**src/rtl/mul_by_n_pkg.sv**
```systemverilog
// Shared types and helpers for the mul_by_n frequency multiplier.
package mul_by_n_pkg;

    typedef enum logic [1:0] {
        IDLE = 2'd0,
        ACQ  = 2'd1,
        RUN  = 2'd2
    } state_t;

    localparam int N_DEFAULT = 7;
    localparam int W_DEFAULT = 16;

    // Accumulator increment: two op1 edges per output cycle.
    function automatic int two_n(input int n);
        return 2 * n;
    endfunction

    // Saturation value of a w-bit period counter.
    function automatic int cnt_max(input int w);
        return (1 << w) - 1;
    endfunction

endpackage

```
**src/rtl/mul_edge_sync.sv**
```systemverilog
// Brings the slow reference ip2 into the ip1 domain and flags its rising edge.
module mul_edge_sync (
    input  logic ip1,
    input  logic reset,
    input  logic ip2,
    output logic ip2_edge
);

    logic r_s1;
    logic r_s2;
    logic r_s3;

    // Two-flop synchroniser plus one delay flop for rise detection.
    always_ff @(posedge ip1 or posedge reset) begin
        if (reset) begin
            r_s1 <= 1'b0;
            r_s2 <= 1'b0;
            r_s3 <= 1'b0;
        end else begin
            r_s1 <= ip2;
            r_s2 <= r_s1;
            r_s3 <= r_s2;
        end
    end

    assign ip2_edge = r_s2 & ~r_s3;

endmodule

```
**src/rtl/mul_by_n.sv**
```systemverilog
// Frequency multiplier: measures the ip2 period in ip1 cycles and produces
// op1 at N times the ip2 frequency with a phase accumulator.
// Build option: MUL_PHASE_RESYNC_EN realigns op1 to every accepted ip2 edge;
// without it op1 runs phase-continuously across period updates.
//
// state | meaning
// IDLE  | no reference seen since reset/timeout, op1 held low
// ACQ   | one edge seen, waiting for a usable period measurement
// RUN   | locked, accumulator generating op1
module mul_by_n
    import mul_by_n_pkg::*;
#(
    parameter int N = N_DEFAULT,
    parameter int W = W_DEFAULT
) (
    input  logic         ip1,
    input  logic         reset,
    input  logic         ip2,
    output logic         op1,
    output logic         lock,
    output logic [W-1:0] period
);

    localparam logic [W:0]   TWO_N   = (W+1)'(two_n(N));
    localparam logic [W-1:0] CNT_MAX = W'(cnt_max(W));
    localparam logic [W-1:0] CNT_PRE = CNT_MAX - {{(W-1){1'b0}}, 1'b1};
    localparam logic [W-1:0] CNT_ONE = {{(W-1){1'b0}}, 1'b1};

    state_t       r_state;
    state_t       w_state_next;
    logic         w_edge;
    logic [W-1:0] r_cnt;
    logic [W:0]   w_meas;
    logic         w_meas_ok;
    logic         w_timeout;
    logic [W:0]   r_acc;
    logic [W:0]   w_acc_sum;
    logic [W:0]   w_acc_step;
    logic         w_op1_step;
    logic [W-1:0] r_period;
    logic         r_op1;
    logic         w_lock;

    mul_edge_sync u_sync (
        .ip1      (ip1),
        .reset    (reset),
        .ip2      (ip2),
        .ip2_edge (w_edge)
    );

    // Ip1 cycles since the last edge; an edge closes the measurement window.
    always_ff @(posedge ip1 or posedge reset) begin
        if (reset) begin
            r_cnt <= '0;
        end else if (w_edge) begin
            r_cnt <= '0;
        end else if (r_cnt != CNT_MAX) begin
            r_cnt <= r_cnt + CNT_ONE;
        end
    end

    // Measured period, timeout and one accumulator step (W+1 bits, no overflow).
    always_comb begin
        w_meas     = {1'b0, r_cnt} + {{W{1'b0}}, 1'b1};
        w_meas_ok  = (w_meas >= TWO_N);
        // Timeout fires on the cycle the counter arrives at its ceiling.
        w_timeout  = (r_cnt == CNT_PRE);
        w_acc_sum  = r_acc + TWO_N;
        w_acc_step = w_acc_sum;
        w_op1_step = r_op1;
        if (w_acc_sum >= {1'b0, r_period}) begin
            w_acc_step = w_acc_sum - {1'b0, r_period};
            w_op1_step = ~r_op1;
        end
    end

    // State register.
    always_ff @(posedge ip1 or posedge reset) begin
        if (reset) begin
            r_state <= IDLE;
        end else begin
            r_state <= w_state_next;
        end
    end

    // Next-state logic; an edge always takes priority over a timeout.
    always_comb begin
        w_state_next = r_state;
        case (r_state)
            IDLE: begin
                if (w_edge) w_state_next = ACQ;
            end
            ACQ: begin
                if (w_edge) begin
                    if (w_meas_ok) w_state_next = RUN;
                end else if (w_timeout) begin
                    w_state_next = IDLE;
                end
            end
            RUN: begin
                if (w_edge) begin
                    if (!w_meas_ok) w_state_next = ACQ;
                end else if (w_timeout) begin
                    w_state_next = IDLE;
                end
            end
            default: w_state_next = IDLE;
        endcase
    end

    // Accumulator, op1 and accepted period.
    always_ff @(posedge ip1 or posedge reset) begin
        if (reset) begin
            r_acc    <= '0;
            r_op1    <= 1'b0;
            r_period <= '0;
        end else begin
            case (r_state)
                ACQ: begin
                    r_acc <= '0;
                    if (w_edge && w_meas_ok) begin
                        r_period <= w_meas[W-1:0];
                        r_op1    <= 1'b1;
                    end else begin
                        r_op1 <= 1'b0;
                    end
                end
                RUN: begin
                    if (w_edge) begin
                        if (!w_meas_ok) begin
                            r_acc <= '0;
                            r_op1 <= 1'b0;
                        end else begin
                            r_period <= w_meas[W-1:0];
`ifdef MUL_PHASE_RESYNC_EN
                            r_acc <= '0;
                            r_op1 <= 1'b1;
`else
                            // Free-running phase: this cycle's step still uses the old period.
                            r_acc <= w_acc_step;
                            r_op1 <= w_op1_step;
`endif
                        end
                    end else if (w_timeout) begin
                        r_acc <= '0;
                        r_op1 <= 1'b0;
                    end else begin
                        r_acc <= w_acc_step;
                        r_op1 <= w_op1_step;
                    end
                end
                default: begin
                    r_acc <= '0;
                    r_op1 <= 1'b0;
                end
            endcase
        end
    end

    // Outputs.
    always_comb begin
        w_lock = (r_state == RUN);
    end

    assign lock   = w_lock;
    assign op1    = r_op1;
    assign period = r_period;

endmodule

```
**config.mk**
```make
export PLATFORM = sky130hd
export DESIGN_NAME = mul_by_n
export DESIGN_NICKNAME = d
export VERILOG_FILES = /design/src/rtl/mul_by_n_pkg.sv /design/src/rtl/mul_edge_sync.sv /design/src/rtl/mul_by_n.sv
export SDC_FILE = /design/constraint.sdc
export NUM_CORES = 1
export LEC_CHECK = 0
export BUFFER_PORTS_ARGS = -buffer_cell sky130_fd_sc_hd__buf_2
export CAP_MARGIN = 40
export CORE_UTILIZATION = 45
export CTS_CLUSTER_SIZE = 25
export DETAILED_ROUTE_END_ITERATION = 12
export GPL_ROUTABILITY_DRIVEN = 0
export PLACE_DENSITY = 0.64
export SYNTH_ARGS = -nofsm -noshare
export SYNTH_HDL_FRONTEND = slang
export SYNTH_HIERARCHICAL = 1
export SYNTH_SLANG_ARGS = --single-unit
```
**constraint.sdc**
```tcl
create_clock -name ip1 -period 4.4 [get_ports ip1]
set_input_delay 0.44 -clock ip1 [delete_from_list [all_inputs] [get_ports ip1]]
set_output_delay 0.44 -clock ip1 [all_outputs]
set_load 0.03 [all_outputs]
```
# Yosys cells after proc, flatten, opt, wreduce, memory -nomap -nowiden
# Cells that the tools add are included.
dict set report classes {
  reduce_logical 6
  n_lt_le_gt_ge 2
  n_eq_ne 10
  n_addsub 4
  mux 24
  n_bitwise 3
}
# op n
set ops {}
lappend ops {{$mux W17} 5}
lappend ops {{$mux W16} 5}
lappend ops {{$pmux W16 S2} 1}
lappend ops {{$add A16 B1 Y17 const B} 1}
lappend ops {{$add A17 B4 Y17 const B} 1}
lappend ops {{$ge A17 B16 Y1} 1}
lappend ops {{$ge A17 B4 Y1 const B} 1}
lappend ops {{$sub A17 B16 Y17} 1}
lappend ops {{$add A16 B1 Y16 const B} 1}
lappend ops {{$eq A16 B16 Y1 const B} 1}
lappend ops {{$ne A16 B16 Y1 const B} 1}
lappend ops {{$mux W2} 6}
lappend ops {{$ne A3 B3 Y1 const B} 2}
lappend ops {{$pmux W2 S3} 1}
lappend ops {{$mux W1} 5}
lappend ops {{$ne A2 B1 Y1 const B} 2}
lappend ops {{$ne A2 B2 Y1 const B} 2}
lappend ops {{$reduce_and A4 Y1} 1}
lappend ops {{$reduce_bool A2 Y1} 2}
lappend ops {{$reduce_and A3 Y1} 1}
lappend ops {{$eq A2 B1 Y1 const B} 1}
lappend ops {{$eq A2 B2 Y1 const B} 1}
lappend ops {{$logic_not A2 Y1} 1}
lappend ops {{$not A1 Y1} 2}
lappend ops {{3 further kinds} 3}
dict set report word_totals {
  inputBits 3
  word_cells 57
  regBits 55
  out_inout_bits 18
}

# Logic depth before layout (Yosys ltp)
dict set report logic_depth {
  ltp_word 6
  mapped_depth 15
  mapped_depth_nobuf 14
}

# By module
# Netlist, hierarchy kept.
# module cells_each area_each_um2 seq_area_each_um2 instances
set modules_own_cells {}
lappend modules_own_cells {mul_by_n 450 3799.9 1301.2 1}
lappend modules_own_cells {mul_edge_sync 5 92.6 75.1 1}

# Worst setup path after synthesis
# OpenSTA, ideal clock, no wires.
dict set report synth_timing {
  path_type {reg-to-reg}
  from {reg r_acc[1]}
  to {reg r_acc[12]}
  setup_ns 0.077
  stages_incl_launch_ff 15
  path_slack_ns 1.182
  period_less_slack_ns 3.218
  required_time_ns 4.323
  path_buffers 1
  arrival_ns 3.140
  path_cell_list {dfrtp_1 inv_1 ha_1 a21oi_1 nand3_1 xnor2_1 ha_1 a21o_1 a21o_1 a21oi_1 nand4_1 a21oi_1 clkbuf_1 nand2_1 a21oi_1}
}
dict set report synth_between {
  elab_chain_cells 6
  word_cells_on_any_way 8
  classes_between {add/sub: 2; order compare: 1; mux: 5}
}
# item line_no
set synth_lines {}
lappend synth_lines {{start, declared} mul_by_n.sv:36} ;# logic [W:0] r_acc;
lappend synth_lines {{start signal, assigned} mul_by_n.sv:140} ;# r_acc <= w_acc_step;
lappend synth_lines {{start signal, assigned} mul_by_n.sv:148} ;# r_acc <= w_acc_step;
lappend synth_lines {{$add A17 B4 Y17 (*)} mul_by_n.sv:68} ;# w_acc_sum = r_acc + TWO_N;
lappend synth_lines {{$sub A17 B16 Y17 / $ge A17 B16 Y1 (equally long branches)} {mul_by_n.sv:72, mul_by_n.sv:71}}
lappend synth_lines {{$mux W17 (*)} mul_by_n.sv:71} ;# if (w_acc_sum >= {1'b0, r_period}) begin
lappend synth_lines {{$mux W17 (on tied branches)} {mul_by_n.sv:144, mul_by_n.sv:130}}
lappend synth_lines {{$mux W17 (*)} mul_by_n.sv:129} ;# if (w_edge) begin
lappend synth_lines {{$mux W17 (*)} mul_by_n.sv:118} ;# case (r_state)
# Every way passes the cells marked *; elsewhere a longest branch is shown, timed or not.
# A chain may end at the register's enable or synchronous reset.

# Worst setup path in the final report
dict set report layout_timing {
  from {reg r_acc[1]}
  to {reg r_acc[7]}
}
# Same word-level chain as after synthesis.

==> results.cfg <==
[run_status]
status = finished clean

[clocking]
clk_pin_slew_ns = 0.11
cts.sinks = 55
insertion_delay_ns = 0.31
htree_num_levels = 2
clockBufferDepth = 2
root_buffer = clkbuf_8
cts_tree = yes
cts_made_buffers = 5

[setup_path]
worst-endpoint-required_ns = 4.63
crit_top_cell = a21oi_1
end_kind = register
critPathBufInv = 2
worstSetupStartpointType = register
critical_path.max_stage_delay_ns = 0.47
cp_max_fo = 16
path_cells = inv_1 > ha_1 > a21oi_1 > nand3_1 > nor2_1 > xor2_1 > ha_1 > nand4_1 > nor4_1 > a31oi_1 > nand3_1 > a21oi_1 > buf_4 > or3b_2 > a21oi_1
critPathSlowestCell = or3b_2
crit_family = simple AND/OR/NAND/NOR gates
critPathKind = register to register
arrival_ns = 3.91

[sta]
rsz0062_at_grt = false
tns_ns = 0
slew_viol_final = 0
fin_crit_sh_pct = 83.6
setup_viol = 0
final-hold-violation-count = 0
max_slew_margin_pct = 51.9
finClkSkew_ns = 0.0103
fin_ws_ns = 0.720
fin_hold_ws_ns = 0.222
fmax_mhz = 272
worst_slew_pin_slew_ns = 0.722
fin_crit_ns = 3.68

[drt]
wl_um = 8980
ant_nets = 0
wl_per_cell_um = 15.7
first_pass_iters = 4
route.detailed.drc = 0
drt_iter0_markers = 81
viasPerCell = 5.71
vias = 3273

[layout]
final_core_util_pct = 50.4
drive_gt1_share_pct = 9.62
area_growth_pct = 7.46
fillerInstances = 768
nets = 495
diodes = 0
layout_common_cells = dfrtp_1 (55), nand2_1 (49), a21oi_1 (41), nor2_1 (33), o21ai_0 (29)
final_common_cell = dfrtp_1

[yosys]
seq_area_frac_synth_pct = 35.4
synthCells = 455
synth_cell_types = 59
synth_fp_nets = 483
syn-cell-area_mm2 = 0.00389
ys.flop_type = dfrtp_1
synth-edff-count = 0
postSynthAreaPerCell_um2 = 8.55
synth_seq_cells = 55
async_flop_share_pct = 100
ys_warn_count = 6

[worst_hold_path]
min-delay-path-class = input port to register

[die]
die_area_mm2 = 0.00903
ios = 21
fp-row-count = 33
start_util_pct = 46.9
die_y_um = 95.0
coreArea_mm2 = 0.00830
die_x_um = 95.0

[grt]
grt_pass1_vias = 3054
grt_max_degree = 53
track_usage_pct = 21.5
grt_pass1_wl_um = 15000
antenna_found_initial = 0
overflow = 0

[power_and_ir_drop]
pwr-share-comb_pct = 46.3
p_clk_share_pct = 21.5
power_mw = 1.86
power.switching_uw = 748
power_density_mw_per_mm2 = 443
swShare_pct = 40.3
p_leak_nw = 1.89
p_int_mw = 1.11
pwr-share-seq_pct = 32.2
ir_worst_vdd_v = 0.000214

[job]
drv_cap = 0

[place]
numPortBuffers = 20
preCtsSetupSlack_ns = 0.796
dp_hpwl_um = 6670
## cells in the mapped netlist, types with 2 or more instances
master	count	area (um^2)
dfrtp_1	55	1380
nand2_1	49	184
a21oi_1	41	205
nor2_1	33	124
inv_1	29	109
o21ai_0	29	145
ha_1	24	300
nand3_1	22	110
xnor2_1	21	184
nand4_1	12	75.1
xor2_1	12	105
nor3_1	10	50.1
a21o_1	7	52.6
a31oi_1	7	43.8
and3_1	7	43.8
buf_2	7	35.0
clkbuf_1	7	26.3
nand2b_1	7	43.8
or3_1	7	43.8
a211oi_1	5	37.5
o21a_1	5	37.5
and4_1	3	26.3
buf_4	3	22.5
mux2i_1	3	30.0
nor2b_1	3	18.8
o31ai_1	3	22.5
or2_2	3	18.8
a211o_1	2	17.5
a21boi_0	2	15.0
and2_1	2	12.5
and4_4	2	22.5
buf_6	2	22.5
nor3b_1	2	15.0
nor4_1	2	12.5
o21bai_1	2	15.0
or3b_2	2	17.5
## per-layer routing
metal  global-route usage (%)  up-vias  wire length (um)
met1                     28.2     1574              4160
met5                        0        -                 0
met3                     3.06       11               297
li1                         -     1635                 -
met4                     6.82        0               133
met2                     36.4       53              4390
## worst reg2reg max path, cell delays in order (launching register included)
cell and delay, ns:
dfrtp_1 0.41, inv_1 0.10, ha_1 0.24, a21oi_1 0.40, nand3_1 0.20, nor2_1 0.17
xor2_1 0.11, ha_1 0.36, nand4_1 0.13, nor4_1 0.26, a31oi_1 0.12, nand3_1 0.16
a21oi_1 0.09, buf_4 0.22, or3b_2 0.47, a21oi_1 0.16
## logic make-up (layout without fill, tap and decap cells)
family	after synthesis	in the layout	synth area share (%)
compound gates	116	116	19.2
xor+xnor	33	33	7.43
fa+ha+maj	25	25	8.23
buf+inv	48	61	5.53
flops	55	55	35.4
mux	4	4	1.16
simple gates	174	174	23.1
## sequential cells by signal (all words and copies together) (netlist names)
register     flops
r_cnt           16
op1              1
period          16
u_sync/r_s2      1
r_acc           17
u_sync/r_s3      1
u_sync/r_s1      1
r_state          2
## path summary, 6_finish.rpt
kind / from / endpoint / slack [ns] / depth (start not counted)
worst max register to register: r_acc[1]$_DFF_PP0_ / r_acc[7]$_DFF_PP0_ / 0.72 / 15
worst max-delay path: r_acc[1]$_DFF_PP0_ / r_acc[7]$_DFF_PP0_ / 0.72 / 15
worst min register to register: u_sync/r_s1$_DFF_PP0_ / u_sync/r_s2$_DFF_PP0_ / 0.37 / 0
min in group asynchronous: reset / u_sync/r_s1$_DFF_PP0_ / 0.54 / 3
worst min-delay path: ip2 / u_sync/r_s1$_DFF_PP0_ / 0.22 / 1
max in group asynchronous: reset / r_cnt[1]$_DFFE_PP0P_ / 3.09 / 4
## layout make-up
| class | instances | area [um^2] | area share [%] |
|---|---|---|---|
| multi-input combinational | 352 | 2300 | 55.0 |
| sequential | 55 | 1380 | 32.9 |
| timing repair buffer | 24 | 133 | 3.17 |
| tap | 105 | 131 | 3.14 |
| inverter | 29 | 109 | 2.60 |
| clock buffer | 6 | 72.6 | 1.73 |
| clock inverter | 2 | 60.1 | 1.44 |
## power groups by stage
stage               sequential [mW]  combinational [mW]  clock, mW
floorplan                     0.622               0.653          0
global placement              0.605               0.840          0
detailed placement            0.609               0.844          0
CTS                           0.599               0.854      0.412
global route                  0.608               0.951      0.432
finish                        0.598               0.858      0.399
## per-stage QoR
stage / instances / instance area, um^2
detailed placement: 564 / 4040
finish: 573 / 4180
global placement: 564 / 4040
floorplan: 455 / 3890
CTS: 573 / 4180
global route: 573 / 4180
## what timing repair did
action                                 in CTS  in global routing
gates resized for setup                     0                  0
buffers inserted                            0                  0
hold buffers                                1                  0
endpoints found under the hold margin       3                  0
(Power assumes the default switching activity.)
